$ cat src/rtl/pic_command_sequencer_if.sv
// CPU write bus from Read_Write_Logic into the 8259 command sequencer.
interface pic_command_sequencer_if;
  logic       write_enable;
  logic       a0;
  logic [7:0] data_in;

  modport master (output write_enable, output a0, output data_in);
  modport slave  (input  write_enable, input  a0, input  data_in);
endinterface

$ cat src/rtl/pic_command_sequencer.sv
// 8259 ICW/OCW command sequencer: walks ICW1..ICW4, then decodes OCW1-3 into
// the registered configuration consumed by the rest of the PIC.
module pic_command_sequencer #(
  parameter logic [7:0] RESET_MASK = 8'hFF,
  parameter logic [7:0] INIT_MASK  = 8'h00
) (
  input  logic                          clk,
  input  logic                          reset,
  pic_command_sequencer_if.slave        i_cpu,
  output logic                          o_init_done,
  output logic                          o_ltim,
  output logic                          o_sngl,
  output logic [4:0]                    o_vector_base,
  output logic [7:0]                    o_slave_reg,
  output logic                          o_aeoi,
  output logic [7:0]                    o_irq_mask,
  output logic                          o_rotate_mode,
  output logic                          o_eoi_pulse,
  output logic                          o_eoi_specific,
  output logic [2:0]                    o_eoi_level,
  output logic [1:0]                    o_reading_status
);

  localparam logic [2:0] S_IDLE      = 3'd0;
  localparam logic [2:0] S_WAIT_ICW2 = 3'd1;
  localparam logic [2:0] S_WAIT_ICW3 = 3'd2;
  localparam logic [2:0] S_WAIT_ICW4 = 3'd3;
  localparam logic [2:0] S_READY     = 3'd4;

  localparam logic [1:0] RS_IRR = 2'b01;
  localparam logic [1:0] RS_ISR = 2'b10;

  logic [2:0] r_state, w_state_nxt;
  logic       r_we_d;
  logic       r_ic4, w_ic4_nxt;
  logic       r_init_done, w_init_done_nxt;
  logic       r_ltim, w_ltim_nxt;
  logic       r_sngl, w_sngl_nxt;
  logic [4:0] r_vector_base, w_vector_base_nxt;
  logic [7:0] r_slave_reg, w_slave_reg_nxt;
  logic       r_aeoi, w_aeoi_nxt;
  logic [7:0] r_irq_mask, w_irq_mask_nxt;
  logic       r_rotate_mode, w_rotate_mode_nxt;
  logic       r_eoi_pulse, w_eoi_pulse_nxt;
  logic       r_eoi_specific, w_eoi_specific_nxt;
  logic [2:0] r_eoi_level, w_eoi_level_nxt;
  logic [1:0] r_reading_status, w_reading_status_nxt;

  logic       w_accept;
  logic [7:0] w_d;

  // A write counts once per rising edge of the level strobe.
  assign w_accept = i_cpu.write_enable & ~r_we_d;
  assign w_d      = i_cpu.data_in;

  always_ff @(posedge clk) begin
    if (reset) begin
      r_state          <= S_IDLE;
      r_we_d           <= 1'b0;
      r_ic4            <= 1'b0;
      r_init_done      <= 1'b0;
      r_ltim           <= 1'b0;
      r_sngl           <= 1'b1;
      r_vector_base    <= 5'd0;
      r_slave_reg      <= 8'd0;
      r_aeoi           <= 1'b0;
      r_irq_mask       <= RESET_MASK;
      r_rotate_mode    <= 1'b0;
      r_eoi_pulse      <= 1'b0;
      r_eoi_specific   <= 1'b0;
      r_eoi_level      <= 3'd0;
      r_reading_status <= RS_IRR;
    end else begin
      r_state          <= w_state_nxt;
      r_we_d           <= i_cpu.write_enable;
      r_ic4            <= w_ic4_nxt;
      r_init_done      <= w_init_done_nxt;
      r_ltim           <= w_ltim_nxt;
      r_sngl           <= w_sngl_nxt;
      r_vector_base    <= w_vector_base_nxt;
      r_slave_reg      <= w_slave_reg_nxt;
      r_aeoi           <= w_aeoi_nxt;
      r_irq_mask       <= w_irq_mask_nxt;
      r_rotate_mode    <= w_rotate_mode_nxt;
      r_eoi_pulse      <= w_eoi_pulse_nxt;
      r_eoi_specific   <= w_eoi_specific_nxt;
      r_eoi_level      <= w_eoi_level_nxt;
      r_reading_status <= w_reading_status_nxt;
    end
  end

  always_comb begin
    w_state_nxt          = r_state;
    w_ic4_nxt            = r_ic4;
    w_init_done_nxt      = r_init_done;
    w_ltim_nxt           = r_ltim;
    w_sngl_nxt           = r_sngl;
    w_vector_base_nxt    = r_vector_base;
    w_slave_reg_nxt      = r_slave_reg;
    w_aeoi_nxt           = r_aeoi;
    w_irq_mask_nxt       = r_irq_mask;
    w_rotate_mode_nxt    = r_rotate_mode;
    w_eoi_pulse_nxt      = 1'b0;
    w_eoi_specific_nxt   = r_eoi_specific;
    w_eoi_level_nxt      = r_eoi_level;
    w_reading_status_nxt = r_reading_status;

    if (w_accept) begin
      // ICW1 restarts initialisation from any state.
      if (!i_cpu.a0 && w_d[4]) begin
        w_ltim_nxt           = w_d[3];
        w_sngl_nxt           = w_d[1];
        w_ic4_nxt            = w_d[0];
        w_irq_mask_nxt       = INIT_MASK;
        w_rotate_mode_nxt    = 1'b0;
        w_aeoi_nxt           = 1'b0;
        w_slave_reg_nxt      = 8'd0;
        w_reading_status_nxt = RS_IRR;
        w_init_done_nxt      = 1'b0;
        w_state_nxt          = S_WAIT_ICW2;
      end else begin
        case (r_state)
          S_WAIT_ICW2: if (i_cpu.a0) begin
            w_vector_base_nxt = w_d[7:3];
            if (!r_sngl) begin
              w_state_nxt = S_WAIT_ICW3;
            end else if (r_ic4) begin
              w_state_nxt = S_WAIT_ICW4;
            end else begin
              w_state_nxt     = S_READY;
              w_init_done_nxt = 1'b1;
            end
          end
          S_WAIT_ICW3: if (i_cpu.a0) begin
            w_slave_reg_nxt = w_d;
            if (r_ic4) begin
              w_state_nxt = S_WAIT_ICW4;
            end else begin
              w_state_nxt     = S_READY;
              w_init_done_nxt = 1'b1;
            end
          end
          S_WAIT_ICW4: if (i_cpu.a0) begin
            w_aeoi_nxt      = w_d[1];
            w_state_nxt     = S_READY;
            w_init_done_nxt = 1'b1;
          end
          S_READY: begin
            if (i_cpu.a0) begin
              w_irq_mask_nxt = w_d;
            end else if (!w_d[3]) begin
              // OCW2: D5 = EOI, D6 = specific, D7 = rotate (with EOI, or alone as 100).
              if (w_d[5]) begin
                w_eoi_pulse_nxt    = 1'b1;
                w_eoi_specific_nxt = w_d[6];
                if (w_d[6]) w_eoi_level_nxt = w_d[2:0];
              end
              if (w_d[7] && (w_d[5] || !w_d[6])) w_rotate_mode_nxt = 1'b1;
              if (w_d[7:5] == 3'b000) w_rotate_mode_nxt = 1'b0;
            end else if (w_d[1]) begin
              w_reading_status_nxt = w_d[0] ? RS_ISR : RS_IRR;
            end
          end
          default: ;
        endcase
      end
    end
  end

  assign o_init_done      = r_init_done;
  assign o_ltim           = r_ltim;
  assign o_sngl           = r_sngl;
  assign o_vector_base    = r_vector_base;
  assign o_slave_reg      = r_slave_reg;
  assign o_aeoi           = r_aeoi;
  assign o_irq_mask       = r_irq_mask;
  assign o_rotate_mode    = r_rotate_mode;
  assign o_eoi_pulse      = r_eoi_pulse;
  assign o_eoi_specific   = r_eoi_specific;
  assign o_eoi_level      = r_eoi_level;
  assign o_reading_status = r_reading_status;

endmodule
$ cat src/flat_wrapper.sv
// flat-port wrapper written by rule: the top's interface ports become plain ports
module pic_command_sequencer_flat 
#(
  parameter logic [7:0] RESET_MASK = 8'hFF,
  parameter logic [7:0] INIT_MASK  = 8'h00
)
  (clk, reset, o_init_done, o_ltim, o_sngl, o_vector_base, o_slave_reg, o_aeoi, o_irq_mask, o_rotate_mode, o_eoi_pulse, o_eoi_specific, o_eoi_level, o_reading_status, i_cpu_write_enable, i_cpu_a0, i_cpu_data_in);
  pic_command_sequencer_if i_cpu_i ();
  input  logic clk;
  input  logic reset;
  output logic o_init_done;
  output logic o_ltim;
  output logic o_sngl;
  output logic [4:0] o_vector_base;
  output logic [7:0] o_slave_reg;
  output logic o_aeoi;
  output logic [7:0] o_irq_mask;
  output logic o_rotate_mode;
  output logic o_eoi_pulse;
  output logic o_eoi_specific;
  output logic [2:0] o_eoi_level;
  output logic [1:0] o_reading_status;
  input wire logic [$bits(i_cpu_i.write_enable)-1:0] i_cpu_write_enable;
  input wire logic [$bits(i_cpu_i.a0)-1:0] i_cpu_a0;
  input wire logic [$bits(i_cpu_i.data_in)-1:0] i_cpu_data_in;
  assign i_cpu_i.write_enable = i_cpu_write_enable;
  assign i_cpu_i.a0 = i_cpu_a0;
  assign i_cpu_i.data_in = i_cpu_data_in;
  pic_command_sequencer #(.RESET_MASK(RESET_MASK), .INIT_MASK(INIT_MASK)) u_core (.clk(clk), .reset(reset), .i_cpu(i_cpu_i), .o_init_done(o_init_done), .o_ltim(o_ltim), .o_sngl(o_sngl), .o_vector_base(o_vector_base), .o_slave_reg(o_slave_reg), .o_aeoi(o_aeoi), .o_irq_mask(o_irq_mask), .o_rotate_mode(o_rotate_mode), .o_eoi_pulse(o_eoi_pulse), .o_eoi_specific(o_eoi_specific), .o_eoi_level(o_eoi_level), .o_reading_status(o_reading_status));
endmodule
$ cat config.mk
export PLATFORM = sky130hd
export DESIGN_NAME = pic_command_sequencer_flat
export DESIGN_NICKNAME = d
export VERILOG_FILES = /design/src/rtl/pic_command_sequencer_if.sv /design/src/rtl/pic_command_sequencer.sv /design/src/flat_wrapper.sv
export SDC_FILE = /design/constraint.sdc
export NUM_CORES = 1
export LEC_CHECK = 0
export ABC_AREA = 1
export ABC_CLOCK_PERIOD_IN_PS = 1450
export CAP_MARGIN = 20
export CORE_MARGIN = 2
export CORE_UTILIZATION = 35
export CTS_CLUSTER_DIAMETER = 40
export DETAILED_ROUTE_END_ITERATION = 10
export DONT_BUFFER_PORTS = 1
export PLACE_DENSITY = 0.55
export SKIP_LAST_GASP = 1
export SYNTH_ARGS = -nofsm -noshare
export SYNTH_HDL_FRONTEND = slang
export SYNTH_SLANG_ARGS = --single-unit
$ cat constraint.sdc
create_clock -name clk -period 1.45 [get_ports clk]
set_input_delay 0.29 -clock clk [delete_from_list [all_inputs] [get_ports clk]]
set_output_delay 0.29 -clock clk [all_outputs]
set_load 0.02 [all_outputs]
==> results of run 1 <==
-- per-layer routing --
metal  global-route usage, %  vias to the layer above
met5                       0                        -
met4                    6.92                        0
met3                    6.53                        8
met2                    24.1                       40
met1                    21.0                      607
li1                        -                      732
-- area by class of cell --
class | instances | area share, %
flip-flops and latches | 38 | 41.9
multi-input cells | 150 | 40.6
inverters | 26 | 5.38
repair buffers | 10 | 4.14
clock buffers | 6 | 4.00
well taps | 52 | 3.59
clock inverters | 1 | 0.414
-- cells in the final DEF, fill, tap and decap left out, types with 2 or more instances in the layout --
cell	instances
nor2_2	2
nand4_1	3
a21oi_2	2
nand3_1	19
nand3_2	2
o211ai_2	3
inv_1	24
inv_2	2
a21oi_1	17
buf_4	10
nor2_1	25
o21ai_0	17
dfxtp_1	38
nand2_4	2
clkbuf_8	5
nand2_1	52
-- metrics by stage --
| stage | util (%) | setup WS, ns |
|---|---|---|
| CTS | 40.8 | 0.0758 |
| floorplan | - | 0.238 |
| finish | 41.1 | 0.163 |
| global route | 41.1 | -0.00211 |
| global placement | 38.9 | 0.0690 |
| detailed placement | 38.9 | 0.0554 |
-- power breakdown --
part / switching, W / internal, W / total (W)
clock network: 0.000358 / 0.000329 / 0.000687
registers: 0.000114 / 0.00111 / 0.00123
logic: 0.000213 / 0.000117 / 0.000330
total: 0.000685 / 0.00156 / 0.00224
-- critical path, delay by kind of cell (launching register included) --
| family | cells | cell delay, ns |
|---|---|---|
| AOI/OAI and AO/OA | 1 | 0.21 |
| DFF | 1 | 0.40 |
| and+or+nand+nor | 6 | 0.57 |
-- path summary, 6_finish.rpt --
check	from	endpoint	slack [ns]
max	u_core.r_state[0]	u_core.r_state[1]	0.16
min	reset	u_core.o_eoi_specific	0.06
max reg2reg	u_core.r_state[0]	u_core.r_state[1]	0.16
min reg2reg	u_core.r_ic4	u_core.r_ic4	0.52
-- timing repair --
| action | in CTS | in global routing |
|---|---|---|
| gates resized for setup | 0 | 4 |
| setup buffers | 0 | 0 |
| endpoints found under the setup margin | 0 | 7 |
-- logic make-up after synthesis --
kind of cell	share of synthesized area, %
and+or+nand+nor	29.7
AOI/OAI and AO/OA	14.7
DFF	46.9
buffers and inverters	8.57
==> impl_results.md, run 1 <==
- Pin count of the biggest net entering global routing: 19
- Peak supply drop: 0.427 mV
- Synth top area cells: dfxtp_1, nand2_1, nand3_1
- Top cell type by total area after synthesis: dfxtp_1
- GRT Overall Usage: 16.3%
- CP max-delay cell: dfxtp_1
- Pre-antenna DRT Iters: 4
- Power Dens Cells: 1240 nW/um^2
- Final setup fails: 0
- Post-route cell area: 1810 um^2
- DIE AREA: 5190 um^2
- Chip height: 72.0 um
- CTS sink count: 38
- Initial Util: 36.7%
- R2R depth: 7
- Critical path cell sequence: nor2_2 > nand2_1 > nand2_1 > o21ai_0 > nand3_1 > nand2_1 > nor2_1
- Initial drt markers: 100
- H-Tree Depth: 2
- DR top layer: met4
- CP peak stage delay: 0.40 ns
- Final non-filler cell total: 283
- Final max-slew violation count: 0
- Final period utilization: 88.8%
- Final min period: 1.29 ns
- Number of port buffers: 0
- Synthesized netlist net count: 233
- Antenna viol nets, final: 0
- Post-Route WL: 3780 um
- Initial antenna violation count: 0
- Startpoint Class: flip-flop
- Crit-path max FO: 4
- Placement Rows: 24
- Predominant post-synthesis flop cell: dfxtp_1
- Sequential element share of the synthesized area: 46.9%
- LEAKAGE: 0.848 nW
- Clock latency on the worst-skew pair: 0.29 ns
- Worst slew pin tran: 0.374 ns
- Slew HR: 74.9%
- Crit end category: flip-flop
- Fin nets: 243
- Outcome: finished, final reports clean
- DRC: 0
- Hold path depth: 1
- Crit path DAT: 1.48 ns
- DRT met1 WL: 1790 um
- Clock Path Buffers: 2
- Syn Area/Cell: 7.33 um^2
- Flip-flop and latch area: 761 um^2
- DR WL met3: 313 um
- Most frequent cell after synthesis: nand2_1
- Maximum clock frequency: 777 MHz
- Most frequent CP cell: nand2_1
- Synthesized area: 1620 um^2
- Total gr overflow: 0
- Clk_skew: 0.00310 ns
- Area growth syn-to-layout: 12.0%
- WL per Instance: 13.3 um
- Post-synth EDFFs: 0
- Post-synth top area share: 46.9%
- DP Cell Count: 276
- Antenna cell count: 0
- GP Congestion: 0.817
- Vias in the first global route: 1,349
- Hold buffers post-CTS: 0
- Yosys Warn Count: 0
- Async SR Flop Fraction: 0%
- Core area: 4410 um^2
- Yosys cell types: 21
- Max-cap violations: 0
- Multi-input logic area: 736 um^2
- Hpwl dp: 2920 um
- TritonCTS clock tree: done
- Clock input transition at the sequential cells of the worst setup and hold paths: 0.07 ns
- Met2 wire length: 1610 um
- Die Width: 72.0 um
- WS Path Type: flip-flop to flip-flop
- Critical path required time: 1.64 ns
- Final TNS setup: 0 ns
- Ports: 45
- Fillers: 465
- Hold Worst Slack: 0.0618 ns
- Share of cells above drive strength 1: 13.4%
- Via count: 1,387
- Worst hold path type: input pin to flip-flop
- First-pass GRT wire length: 6430 um
- Total power: 0.00224 W
- Via density: 4.90
- Placement Cell Area: 1720 um^2
- Post-synth top cells: nand2_1, dfxtp_1, nor2_1, inv_1, nand3_1
- CTS root buffer: clkbuf_8
- Hold Vio Cnt, Final: 0
- Post-Synthesis Cells: 221
- FF+latch count, synth: 38
- Num CTS Buffers: 5
Power figures use the tool's default switching activity.
==> run 2: changes to the inputs <==
--- a/config.mk
+++ b/config.mk
@@ -8,7 +8,7 @@
 export ABC_AREA = 1
 export ABC_CLOCK_PERIOD_IN_PS = 1450
 export CAP_MARGIN = 20
-export CORE_MARGIN = 2
+export CORE_MARGIN = 8
 export CORE_UTILIZATION = 35
 export CTS_CLUSTER_DIAMETER = 40
 export DETAILED_ROUTE_END_ITERATION = 10
==> run 2 against run 1 <==
Effect of this change: via count rose by 0.79%; flip-flop and latch count unchanged; count of clock-buffer cells in the layout did not move; sequential share of layout area decreased by 0.45 points; critical path type unchanged.
==> impl_results.md, run 2 (synthesis gave the netlist of run 1 again) <==
- Pin count of the biggest net entering global routing: 25 (+6)
- Reg-to-reg critical path startpoint: u_core.r_state[2]
- H-Tree Depth: 2 (unchanged)
- Crit-path max FO: 4 (unchanged)
- Startpoint Class: flip-flop
- Pre-antenna DRT Iters: 4 (unchanged)
- Ports: 45 (unchanged)
- DP Cell Count: 275 (-0.36%)
- Hpwl dp: 3240 um (+11%)
- Source of the critical timing path: u_core.r_state[2]
- TritonCTS clock tree: done
- Clock Path Buffers: 2 (unchanged)
- Crit path DAT: 1.56 ns (+0.08 ns)
- Post-Route WL: 4170 um (+10%)
- Power Dens Cells: 1260 nW/um^2 (+1.7%)
- Initial antenna violation count: 0 (unchanged)
- Worst slew pin tran: 0.357 ns (-0.0170 ns)
- Num CTS Buffers: 5 (unchanged)
- Outcome: finished, final reports clean
- Share of cells above drive strength 1: 14.7% (+1.3 points)
- Final period utilization: 93.0% (+4.2 points)
- Critical path required time: 1.67 ns (+0.03 ns)
- Hold buffers post-CTS: 0 (unchanged)
- Crit end category: flip-flop
- Final non-filler cell total: 283 (unchanged)
- Worst hold path type: input pin to flip-flop
- CTS root buffer: clkbuf_8
- Fin util: 41.6% (+0.51 points)
- Final max-slew violation count: 0 (unchanged)
- Via count: 1,398 (+0.79%)
- CTS sink count: 38 (unchanged)
- Total gr overflow: 0 (unchanged)
- LEAKAGE: 0.856 nW (+0.96%)
- First-pass GRT wire length: 6870 um (+6.8%)
- WL per Instance: 14.7 um (+10%)
- GP Congestion: 0.840 (+2.8%)
- CTS resizes: 0 (unchanged)
- Post-CTS setup buffers: 0 (unchanged)
- Antenna cell count: 0 (unchanged)
- Slew HR: 76.0% (+1.1 points)
- Peak supply drop: 0.547 mV (+28%)
- Core area: 4410 um^2 (unchanged)
- Maximum clock frequency: 742 MHz (-4.5%)
- Fin nets: 242 (-0.41%)
- Chip height: 84.0 um (+17%)
- Via density: 4.94 (+0.79%)
- DRC: 0 (unchanged)
- Number of port buffers: 0 (unchanged)
- DIE AREA: 7060 um^2 (+36%)
- Clock input transition at the sequential cells of the worst setup and hold paths: 0.07 ns (about the same)
- Vias in the first global route: 1,374 (+1.9%)
- Initial drt markers: 133 (+33%)
- Initial Util: 36.7% (unchanged)
- Clk_skew: 0.00580 ns (+0.00271 ns)
- WS Path Type: flip-flop to flip-flop
- Final setup fails: 0 (unchanged)
- Most common cell after layout, fill and taps aside: nand2_1
- RSZ-0062 raised after global routing: no
- Clock latency on the worst-skew pair: 0.29 ns (about the same)
- Die Width: 84.0 um (+17%)
- Hold Vio Cnt, Final: 0 (unchanged)
- Hold path startpoint: reset
- Max-cap violations: 0 (unchanged)
- Commonest cells after routing, fill and taps aside: nand2_1, dfxtp_1, nor2_1, inv_1, nand3_1
- GRT Overall Usage: 11.9% (-4.3 points)
- Final TNS setup: 0 ns (unchanged)
- Final min period: 1.35 ns (+0.0608 ns)
- Area growth syn-to-layout: 13.4%
- Placement Rows: 24 (unchanged)
- Antenna viol nets, final: 0 (unchanged)
[run 2: changes by cell type in the layout (fill, tap and decap cells not counted)]
cell      before  now
buf_12         0    1
nand2_1       52   51
nand3_1       19   20
nand3_2        2    1
a21oi_1       17   16
clkbuf_8       5    6
nand2_2        0    1
buf_4         10    8
clkinv_2       0    1
dfxtp_2        0    1
a21oi_2        2    3
dfxtp_1       38   37
clkbuf_1       1    0
[run 2: area by class of cell]
type	count	area (um^2)
fillers	468	2580
flip-flops and latches	38	762
multi-input cells	150	737
inverters	26	97.6
clock buffers	6	82.6
repair buffers	9	80.1
well taps	52	65.1
clock inverters	2	12.5
[run 2: power by group]
group          switching (W)  total (W)  internal (W)
combinational       0.000219   0.000334      0.000116
clock               0.000363   0.000745      0.000382
sequential          0.000118    0.00123       0.00111
[run 2: path summary, 6_finish.rpt]
path	slack [ns]	end	depth (start not counted)
setup / recovery	0.10	u_core.r_state[1]	8
hold / removal	0.06	u_core.o_eoi_specific	1
setup reg to reg	0.10	u_core.r_state[1]	8
hold reg to reg	0.53	u_core.r_ic4	2
[run 2: routing by layer]
metal  vias to the layer above  GRT usage [%]  wire (um)
met5                         -              0          0
met4                         0           4.24         60
met3                         5           6.93        459
met2                        42           18.2       1790
met1                       620           13.5       1860
li1                        731              -          -
[run 2: metrics by stage]
| step | total power, W | setup WS, ns | hold WS [ns] | cell area (um^2) |
|---|---|---|---|---|
| after floorplan | 0.00149 | 0.238 | 0.425 | 1620 |
| after global placement | 0.00158 | 0.103 | 0.363 | 1720 |
| after detailed placement | 0.00158 | 0.0824 | 0.363 | 1720 |
| after CTS | 0.00234 | 0.0822 | 0.0504 | 1820 |
| after global routing | 0.00243 | 0.0228 | 0.0514 | 1840 |
| final | 0.00231 | 0.102 | 0.0605 | 1840 |
[run 2: worst max-delay path, cell delays in order, from the launching register on]
cell and delay [ns]:
dfxtp_1 0.34, inv_1 0.09, nand3_1 0.17, and2_1 0.19, nand2_1 0.10, nand3_1 0.15
nand2_1 0.11, nand2_1 0.05, nor2_1 0.09
